File: src/rtl/pipe_ctrl_pkg.sv
// Shared types and defaults for the pipeline stall/flush sequencer.
package pipe_ctrl_pkg;

  typedef enum logic {
    S_RUN = 1'b0,
    S_MDU = 1'b1
  } ctrlState_t;

  localparam int DEF_MDU_CYCLES = 32;
  localparam int DEF_CNT_W      = 16;
  localparam int MDU_CNT_W      = 6;

endpackage

File: src/rtl/sat_counter.sv
// Saturating up-counter: counts enabled cycles and sticks at all-ones.
module sat_counter #(
  parameter int W = 16
) (
  input  logic         clk,
  input  logic         rst,
  input  logic         inc,
  output logic [W-1:0] count
);

  always_ff @(posedge clk or posedge rst) begin
    if (rst) begin
      count <= '0;
    end else if (inc && (count != {W{1'b1}})) begin
      count <= count + 1'b1;
    end
  end

endmodule

File: src/rtl/pipe_stall_ctrl.sv
// Central stall/flush sequencer: merges hazard, branch, mul/div and data-memory
// wait conditions into per-stage enables/bubbles, plus stall/flush counters.
module pipe_stall_ctrl
  import pipe_ctrl_pkg::*;
#(
  parameter int MDU_CYCLES = DEF_MDU_CYCLES,
  parameter int CNT_W      = DEF_CNT_W
) (
  input  logic             clk,
  input  logic             rst,
  input  logic             hazard_stall,
  input  logic             branch_taken,
  input  logic             mdu_req,
  input  logic             dmem_wait,
  output logic             pc_write,
  output logic             ifid_write,
  output logic             ifid_flush,
  output logic             idex_bubble,
  output logic             exmem_bubble,
  output logic             pipe_freeze,
  output logic             mdu_start,
  output logic             mdu_busy,
  output logic [CNT_W-1:0] stall_cnt,
  output logic [CNT_W-1:0] flush_cnt
);

  localparam logic [MDU_CNT_W-1:0] MDU_LOAD = MDU_CNT_W'(MDU_CYCLES - 2);

  ctrlState_t           state, stateNext;
  logic [MDU_CNT_W-1:0] mduCnt, mduCntNext;
  logic                 mduBusyDone;

  always_ff @(posedge clk or posedge rst) begin
    if (rst) begin
      state       <= S_RUN;
      mduCnt      <= '0;
      mduBusyDone <= 1'b0;
    end else begin
      state       <= stateNext;
      mduCnt      <= mduCntNext;
      // One-cycle flag so the finishing mul/div does not relaunch itself.
      mduBusyDone <= (state == S_MDU) && (mduCnt == '0);
    end
  end

  always_comb begin
    stateNext    = state;
    mduCntNext   = mduCnt;
    pc_write     = 1'b0;
    ifid_write   = 1'b0;
    ifid_flush   = 1'b0;
    idex_bubble  = 1'b0;
    exmem_bubble = 1'b0;
    pipe_freeze  = 1'b0;
    mdu_start    = 1'b0;
    mdu_busy     = 1'b0;

    unique case (state)
      S_RUN: begin
        if (dmem_wait) begin
          pipe_freeze = 1'b1;
        end else if (mdu_req && !((mduCnt == '0) && mduBusyDone)) begin
          mdu_start    = 1'b1;
          exmem_bubble = 1'b1;
          stateNext    = S_MDU;
          mduCntNext   = MDU_LOAD;
        end else if (branch_taken) begin
          // The held ID instruction is wrong-path, so the branch beats the hazard.
          pc_write    = 1'b1;
          ifid_write  = 1'b1;
          ifid_flush  = 1'b1;
          idex_bubble = 1'b1;
        end else if (hazard_stall) begin
          idex_bubble = 1'b1;
        end else begin
          pc_write   = 1'b1;
          ifid_write = 1'b1;
        end
      end
      S_MDU: begin
        mdu_busy = 1'b1;
        if (mduCnt == '0) begin
          stateNext = S_RUN;
        end else begin
          exmem_bubble = 1'b1;
          mduCntNext   = mduCnt - 1'b1;
        end
      end
      default: stateNext = S_RUN;
    endcase

    if (rst) begin
      pc_write     = 1'b0;
      ifid_write   = 1'b0;
      pipe_freeze  = 1'b0;
      ifid_flush   = 1'b1;
      idex_bubble  = 1'b1;
      exmem_bubble = 1'b1;
      mdu_start    = 1'b0;
      mdu_busy     = 1'b0;
    end
  end

  sat_counter #(.W(CNT_W)) stallCounter (
    .clk   (clk),
    .rst   (rst),
    .inc   (!pc_write && !rst),
    .count (stall_cnt)
  );

  sat_counter #(.W(CNT_W)) flushCounter (
    .clk   (clk),
    .rst   (rst),
    .inc   (ifid_flush && !rst),
    .count (flush_cnt)
  );

endmodule

File: config.mk
export PLATFORM = sky130hd
export DESIGN_NAME = pipe_stall_ctrl
export DESIGN_NICKNAME = d
export VERILOG_FILES = /design/src/rtl/pipe_ctrl_pkg.sv /design/src/rtl/sat_counter.sv /design/src/rtl/pipe_stall_ctrl.sv
export SDC_FILE = /design/constraint.sdc
export NUM_CORES = 1
export LEC_CHECK = 0
export BUFFER_PORTS_ARGS = -buffer_cell sky130_fd_sc_hd__buf_2
export CAP_MARGIN = 20
export CORE_UTILIZATION = 58
export CTS_CLUSTER_DIAMETER = 80
export DETAILED_ROUTE_END_ITERATION = 10
export PLACE_DENSITY = 0.88
export SYNTH_ARGS = -nofsm -noshare
export SYNTH_HDL_FRONTEND = slang
export SYNTH_SLANG_ARGS = --single-unit
File: constraint.sdc
create_clock -name clk -period 4.9 [get_ports clk]
set_input_delay 0.98 -clock clk [delete_from_list [all_inputs] [get_ports clk]]
set_output_delay 0.98 -clock clk [all_outputs]
set_load 0.005 [all_outputs]
# Word level (Yosys, flattened, before mapping)
# Cells that the tools add are included.
dict set report word_totals {
  regBits 40
  input_bits 6
  output_inout_bits 40
  wordCells 59
}
dict set report classes {
  addsub 3
  eq_ne 5
  mux 33
  bitwise_logic 1
  n_reduce_logical 12
}
# operator n
set ops {}
lappend ops {{16-bit by 1-bit adder with 16-bit output (second input constant)} 2}
lappend ops {{16-bit inequality test (second input constant)} 2}
lappend ops {{1-bit 2-to-1 mux} 28}
lappend ops {{6-bit 2-to-1 mux} 3}
lappend ops {{6-bit one-hot mux with 2 select lines} 1}
lappend ops {{1-bit logical AND} 7}
lappend ops {{6-bit logical NOT} 1}
lappend ops {{2-bit inequality test (second input constant)} 3}
lappend ops {{6-bit by 1-bit subtractor with 6-bit output (second input constant)} 1}
lappend ops {{1-bit logical NOT} 3}
lappend ops {{3-bit AND reduction} 1}
lappend ops {{1-bit one-hot mux with 2 select lines} 1}
lappend ops {{1-bit inverter} 1}

# Longest topological paths before layout
# Gate-level depths: netlist (run 1).
dict set report logic_depth {
  ltp_word 11
  ltp_mapped 8
  ltp_nobuf 8
}

# By module
# Synthesis (run 1) repeated with hierarchy kept, for this count alone.
dict set report unflattened {
  hier_cells 205
  hier_area_um2 2182.1
}
# mod n_inst cells_per_inst area_each_um2 seq_area_each_um2
set by_module_without_submodules {}
lappend by_module_without_submodules {sat_counter 2 71 805.8 400.4}
lappend by_module_without_submodules {pipe_stall_ctrl 1 63 570.5 200.2}

# Worst setup path before layout (run 1)
# No wires, ideal clock.
dict set report synth_path {
  path_kind {in2reg}
  from {input port rst}
  to {register stallCounter.count[14]}
  setup_time_ns 0.125
  arrival_time_ns 3.157
  required_ns 4.775
  setup_slack_ns 1.619
  path_stages 6
  path_buffers 1
  cell_sequence {inv_1 -> o41ai_1 -> a31o_2 -> buf_2 -> nor4_1 -> mux2_2}
}
dict set report synth_via {
  elab_chain_cells 4
  word_cells_on_any_way 5
  classes_between {mux (1); reduce/logical (4)}
}
# element line
set synth_rtl {}
lappend synth_rtl {{start: declaration} pipe_stall_ctrl.sv:10} ;# input logic rst,
lappend synth_rtl {{1-bit 2-to-1 mux} pipe_stall_ctrl.sv:92} ;# if (rst) begin
lappend synth_rtl {{1-bit logical NOT} pipe_stall_ctrl.sv:107} ;# .inc (!pc_write && !rst),
lappend synth_rtl {{1-bit logical AND *} pipe_stall_ctrl.sv:107}
lappend synth_rtl {{1-bit logical AND *} sat_counter.sv:14} ;# end else if (inc && (count != {W{1'b1}})) begin
lappend synth_rtl {{end signal: assignment} sat_counter.sv:15} ;# count <= count + 1'b1;
lappend synth_rtl {{end: declaration} sat_counter.sv:8} ;# output logic [W-1:0] count
# Mark *: on every way between the ends. The rest lies on a longest branch, timed or not.
# A chain may end at the register's enable or synchronous reset.

# Worst setup path after layout (run 1)
dict set report layout_path {
  from {register mduCnt[0]}
  to {output port ifid_write}
}
dict set report layout_via {
  elab_chain_cells 8
}
# element line
set layout_rtl {}
lappend layout_rtl {{start: declaration} pipe_stall_ctrl.sv:30} ;# logic [MDU_CNT_W-1:0] mduCnt, mduCntNext;
lappend layout_rtl {{start signal: assignment} pipe_stall_ctrl.sv:40} ;# mduCnt <= mduCntNext;
lappend layout_rtl {{6-bit logical NOT} pipe_stall_ctrl.sv:62} ;# end else if (mdu_req && !((mduCnt == '0) && mduBusyDone)) begin
lappend layout_rtl {{1-bit logical AND} pipe_stall_ctrl.sv:62}
lappend layout_rtl {{1-bit logical NOT} pipe_stall_ctrl.sv:62}
lappend layout_rtl {{1-bit logical AND} pipe_stall_ctrl.sv:62}
lappend layout_rtl {{1-bit 2-to-1 mux} pipe_stall_ctrl.sv:62}
lappend layout_rtl {{1-bit 2-to-1 mux} pipe_stall_ctrl.sv:60} ;# if (dmem_wait) begin
lappend layout_rtl {{1-bit 2-to-1 mux} pipe_stall_ctrl.sv:58} ;# unique case (state)
lappend layout_rtl {{1-bit 2-to-1 mux} pipe_stall_ctrl.sv:92}
lappend layout_rtl {{end: declaration} pipe_stall_ctrl.sv:16} ;# output logic ifid_write,
# No other way between the ends.

==> out/qor.yml, run 1 <==
power_and_ir_drop:
  p_per_area_nw_per_um2: 393
  ir_worst_vdd_uv: 210
  leakage_uw: 0.00121
drt:
  dr.pass1.iters: 4
  ant_nets: 0
  post_drt_wl_per_cell_um: 14.0
  m1WireLength_um: 1940
  drtIter0Drc: 86
  num_vias: 1687
  wl_met3_um: 160
  routed_wl_um: 4250
  drc_errors: 0
  top_layer: "met4"
  dr_wl_met2_um: 2000
  viasPerCell: 5.55
logic_synthesis:
  synthesis.instances: 207
  synth_top_family_by_area: "simple AND/OR/NAND/NOR gates"
  synth.distinct_cells: 39
  syn_area_per_cell_um2: 10.2
  synth_edf_count: 0
  synthAdderAreaFrac: 0.0238
  synth_nets: 217
  ys_seq_area_frac: 0.476
  ys.flop_type: "dfrtp_1"
  synth_xor_area_frac: 0.121
  ys_seq_elements: 40
  synthMuxAreaShare: 0.0268
  ys_warn_count: 0
  yosys.area_share.simple: 0.264
  synthArstFlopShare: 1.00
  netlist_area_um2: 2100
  synth_compound_area_frac: 0.0595
sta:
  fin_worst_skew_ns: 0.00968
  whs_ns: 0.498
  min_period_over_period: 0.681
  tns_ns: 0
  slew_headroom: 0.565
  clock.fmax_mhz: 300
  fin_crit_ns: 3.34
  slew_viol_final: 0
  worst_pin_slew_ns: 0.651
  setup_viol: 0
  layout_setup_ws_ns: 1.56
  grt_setup_unrepaired: "false"
  hold_viol: 0
global_route:
  overflow: 0
  track_usage: 0.248
  grt_pass1_wl_um: 7370
  grt_pass1_vias: 1624
  grt_max_degree: 28
  antenna_found_initial: 0
clock_tree:
  cts.clk_slew.worst_paths_ns: 0.11
  cts.path.max_buffers: 2
  cts.sinks: 40
  numCtsBuffers: 5
  root_buffer: "clkbuf_4"
  ctsHtreeMaxLevel: 2
  insertion_delay_ns: 0.36
  cts_setup_buffers: 0
  ctsResizeCount: 0
  hold_buffers: 0
  cts_tree: "built"
critical_path:
  cp.arrival_ns: 2.36
  end_kind: "output pin"
  cpLargestDelayFamily: "simple AND/OR/NAND/NOR gates"
  cp_max_fo: 6
  crit_chain: "inv_1 > ha_1 > nand2b_1 > o31ai_4 > nand2_1 > nor3_1 > buf_2"
  critical-path-max-stage-delay_ns: 0.44
  crit_slowest_cell: "dfrtp_1"
  cp_data_required_time_ns: 3.92
  critPathKind: "register to output pin"
  cp_num_buf_inv: 2
  critPathLaunchType: "register"
status:
  outcome: "finished clean"
final_layout:
  nNetsFinal: 267
  nFillCells: 257
  layoutNonFillerInstCount: 304
  syn_to_final_growth_pct: 18.1
  layout-drive-gt1-share: 0.264
  diodes: 0
floorplan:
  die_x_um: 62.2
  die_area_um2: 3870
  pin_count: 46
  coreArea_um2: 3420
  rows: 21
  die_h_um: 62.2
  initial_core_util: 0.615
place:
  place_ws_ns: 1.64
  dp_hpwl_um: 3180
  numPortBuffers: 45
  place_congestion: 0.806
  placed_cells: 295
hold_path:
  worstHoldPathType: "register to register"
flow_run:
  max-cap-violations: 0
==> per-stage QoR <==
stage | power [uW] | area, um^2 | utilization
after floorplan | 643 | 2100 | -
after global placement | 728 | 2360 | 0.692
after detailed placement | 742 | 2360 | 0.692
after CTS | 977 | 2450 | 0.719
after global routing | 1030 | 2480 | 0.727
final | 975 | 2480 | 0.727
==> cells in the final DEF, fill, tap and decap left out, types with 5 or more instances in the layout <==
master and count:
buf_2 45, clkbuf_4 5, dfrtp_1 40, inv_1 8, nand2_1 21, nand3_1 14, nand4_1 5, nor2_1 18
nor3_1 10, o21ai_0 5, xnor2_1 5, xor2_1 24
==> flip-flops by register name, summed over array words and instances (netlist names) <==
register and flops:
flushCounter.count 16, mduBusyDone 1, state 1, mduCnt 6, stallCounter.count 16
==> metal layers <==
layer	vias to the layer above	GRT usage
li1	821	-
met1	809	0.324
met2	43	0.382
met3	14	0.0496
met4	0	0.151
met5	-	0
==> path summary, 6_finish.rpt <==
check / slack (ns) / startpoint / endpoint / cells past startpoint
min in group asynchronous: 0.53 / rst / stallCounter.count[15] / 2
max in group asynchronous: 3.71 / rst / stallCounter.count[5] / 4
hold / removal: 0.50 / mduCnt[5] / mduCnt[5] / 1
setup reg to reg: 2.79 / stallCounter.count[0] / stallCounter.count[1] / 6
setup / recovery: 1.56 / mduCnt[0] / ifid_write / 7
hold reg to reg: 0.50 / mduCnt[5] / mduCnt[5] / 1
==> logic make-up (layout without fill, tap and decap cells) <==
family          after synthesis  in the layout
fa+ha+maj                     4              4
buf+inv                      13             64
xor+xnor                     29             29
mux                           5              5
flops                        40             40
simple gates                102            102
compound gates               14             14
==> cell usage after synthesis (2+ instances only) <==
cell / instances / area share
and2_1: 2 / 0.0060
and3_1: 4 / 0.012
and4_1: 4 / 0.017
dfrtp_1: 40 / 0.48
ha_1: 4 / 0.024
inv_1: 8 / 0.014
mux2_2: 4 / 0.021
nand2_1: 21 / 0.038
nand2b_1: 4 / 0.012
nand3_1: 14 / 0.033
nand4_1: 5 / 0.015
nor2_1: 18 / 0.032
nor2b_1: 3 / 0.0089
nor3_1: 10 / 0.024
nor3_2: 4 / 0.019
nor3b_1: 2 / 0.0071
nor4_1: 3 / 0.0089
nor4b_1: 4 / 0.017
o21ai_0: 5 / 0.012
or3_1: 2 / 0.0060
xnor2_1: 5 / 0.021
xor2_1: 24 / 0.10
==> final cells by class <==
class	count	area, um^2	area share
Clock buffer	6	51.3	0.0207
Clock inverter	2	38.8	0.0156
Inverter	9	33.8	0.0136
Multi-Input combinational cell	154	1040	0.419
Sequential cell	40	1000	0.403
Tap cell	46	57.6	0.0232
Timing Repair Buffer	47	260	0.105
==> where the power goes <==
| part | internal [uW] | switching, uW |
|---|---|---|
| Clock | 122 | 114 |
| Sequential | 402 | 91.4 |
| Combinational | 122 | 123 |
No activity file was read; power rests on OpenSTA's default activity.
==> run 2, diff against run 1 <==
- CORE_UTILIZATION: 58 -> 54
- PLACE_DENSITY: 0.88 -> 0.83
- clock period: 4.9 -> 3.35 ns (I/O delays scaled with it)
==> out/qor.yml, run 2 (synthesis gave the netlist of run 1 again) <==
status:
  outcome: "finished clean"
critical_path:
  cp_num_buf_inv: 2  # unchanged
  cp_data_required_time_ns: 2.68  # -1.24 ns
  cp.arrival_ns: 2.08  # -0.28 ns
  crit_chain: "inv_1 > ha_1 > nand2b_1 > o31ai_4 > nand2_1 > o21ai_0 > buf_2"
  critical-path-max-stage-delay_ns: 0.42  # -0.02 ns
  cp_max_fo: 6  # unchanged
  critPathKind: "register to output pin"
  crit_slowest_cell: "dfrtp_1"
  cpLargestDelayFamily: "compound AO/OA/AOI/OAI gates"
  critPathLaunchType: "register"
  end_kind: "output pin"
clock_tree:
  ctsResizeCount: 0  # unchanged
  insertion_delay_ns: 0.30  # -0.06 ns
  cts.path.max_buffers: 2  # unchanged
  cts_tree: "built"
  cts.clk_slew.worst_paths_ns: 0.07  # -0.04 ns
  ctsHtreeMaxLevel: 2  # unchanged
  root_buffer: "clkbuf_8"
  hold_buffers: 0  # unchanged
  numCtsBuffers: 5  # unchanged
  cts_setup_buffers: 0  # unchanged
  cts.sinks: 40  # unchanged
drt:
  ant_nets: 0  # unchanged
  num_vias: 1708  # +1.2%
  drtIter0Drc: 117  # +36%
  drc_errors: 0  # unchanged
  post_drt_wl_per_cell_um: 13.8  # -1.3%
  dr.pass1.iters: 4  # unchanged
  routed_wl_um: 4230  # -0.61%
  viasPerCell: 5.58  # +0.58%
global_route:
  antenna_found_initial: 0  # unchanged
  grt_max_degree: 22  # -21%
  grt_pass1_vias: 1562  # -3.8%
  grt_pass1_wl_um: 7200  # -2.3%
  track_usage: 0.230  # -0.0179
  overflow: 0  # unchanged
place:
  dp_hpwl_um: 3100  # -2.4%
  placed_area_um2: 2370  # +0.42%
  placed_cells: 298  # +1.0%
  place_congestion: 0.874  # +8.5%
  numPortBuffers: 45  # unchanged
hold_path:
  worstHoldPathType: "input port to async pin"
final_layout:
  syn_to_final_growth_pct: 18.1  # unchanged
  final_common_cell: "buf_2"
  final_cell_mix: "buf_2, dfrtp_1, xor2_1, nand2_1, nor2_1"
  nFillCells: 310  # +21%
  layoutNonFillerInstCount: 306  # +0.66%
  largest_registers: "flushCounter.count x16, stallCounter.count x16, mduCnt x6"
  nNetsFinal: 267  # unchanged
  layout-drive-gt1-share: 0.260  # -0.00388
  diodes: 0  # unchanged
  fin_area_um2: 2480  # unchanged
floorplan:
  die_x_um: 64.4  # +3.5%
  coreArea_um2: 3690  # +8.0%
  pin_count: 46  # unchanged
  rows: 22  # +4.8%
  die_area_um2: 4150  # +7.2%
  initial_core_util: 0.570  # -0.0455
  die_h_um: 64.4  # +3.5%
sta:
  slew_viol_final: 0  # unchanged
  min_period_over_period: 0.821
  tns_ns: 0  # unchanged
  setup_viol: 0  # unchanged
  clock.fmax_mhz: 364
  fin_crit_ns: 2.75
  grt_setup_unrepaired: "false"
  slew_headroom: 0.582  # +0.0165
  hold_viol: 0  # unchanged
  fin_worst_skew_ns: 0.00464  # -0.00504 ns
  worst_pin_slew_ns: 0.626  # -0.0247 ns
power_and_ir_drop:
  leakage_uw: 0.00121  # about the same
  ir_worst_vdd_uv: 254  # +21%
  p_per_area_nw_per_um2: 591  # +50%
flow_run:
  max-cap-violations: 0  # unchanged
-- run 2: worst reg2reg max path: cells and delay by family, from the launching register on --
kind,cells,cell delay [ns]
AND/OR/NAND/NOR,4,1.14
flip-flops,1,0.42
multiplexers,1,0.30
adder cells (fa/ha/maj),1,0.20
-- run 2: final cells by class --
cell class / instances / area, um^2 / area share
multi-input combinational: 154 / 1040 / 0.419
sequential: 40 / 1000 / 0.403
timing repair buffer: 47 / 240 / 0.0968
clock buffer: 6 / 72.6 / 0.0292
tap: 48 / 60.1 / 0.0242
clock inverter: 2 / 35.0 / 0.0141
inverter: 9 / 33.8 / 0.0136
-- run 2: stage by stage --
stage               power (uW)  utilization  worst slack [ns]  hold slack [ns]
detailed placement        1090        0.644             0.928            0.480
floorplan                  941            -             0.379            0.458
finish                    1470        0.673             0.599            0.340
global route              1560        0.673             0.470            0.354
global placement          1070        0.644             0.956            0.471
CTS                       1470        0.673             0.606            0.335
-- run 2: power breakdown --
group / leakage (uW) / switching [uW] / internal, uW
clock: 0.0000552 / 166 / 221
combinational: 0.000650 / 180 / 176
sequential: 0.000508 / 135 / 589
total: 0.00121 / 481 / 985
-- run 2: metal layers --
metal  up-vias  GRT usage  routed length, um
met5         -          0                  0
met4         0     0.0694                 51
met3         6     0.0679                238
met2        44      0.376               2070
met1       835      0.294               1870
li1        823          -                  -
-- run 2: final timing paths --
kind / from / endpoint / slack (ns) / depth (start not counted)
min in group clk: flushCounter.count[12] / flushCounter.count[12] / 0.48 / 1
worst max-delay path: mduCnt[0] / idex_bubble / 0.60 / 7
worst min register to register: flushCounter.count[12] / flushCounter.count[12] / 0.48 / 1
worst min-delay path: rst / mduCnt[0] / 0.34 / 2
max in group asynchronous: rst / flushCounter.count[13] / 2.47 / 3
worst max register to register: stallCounter.count[0] / stallCounter.count[1] / 1.19 / 6
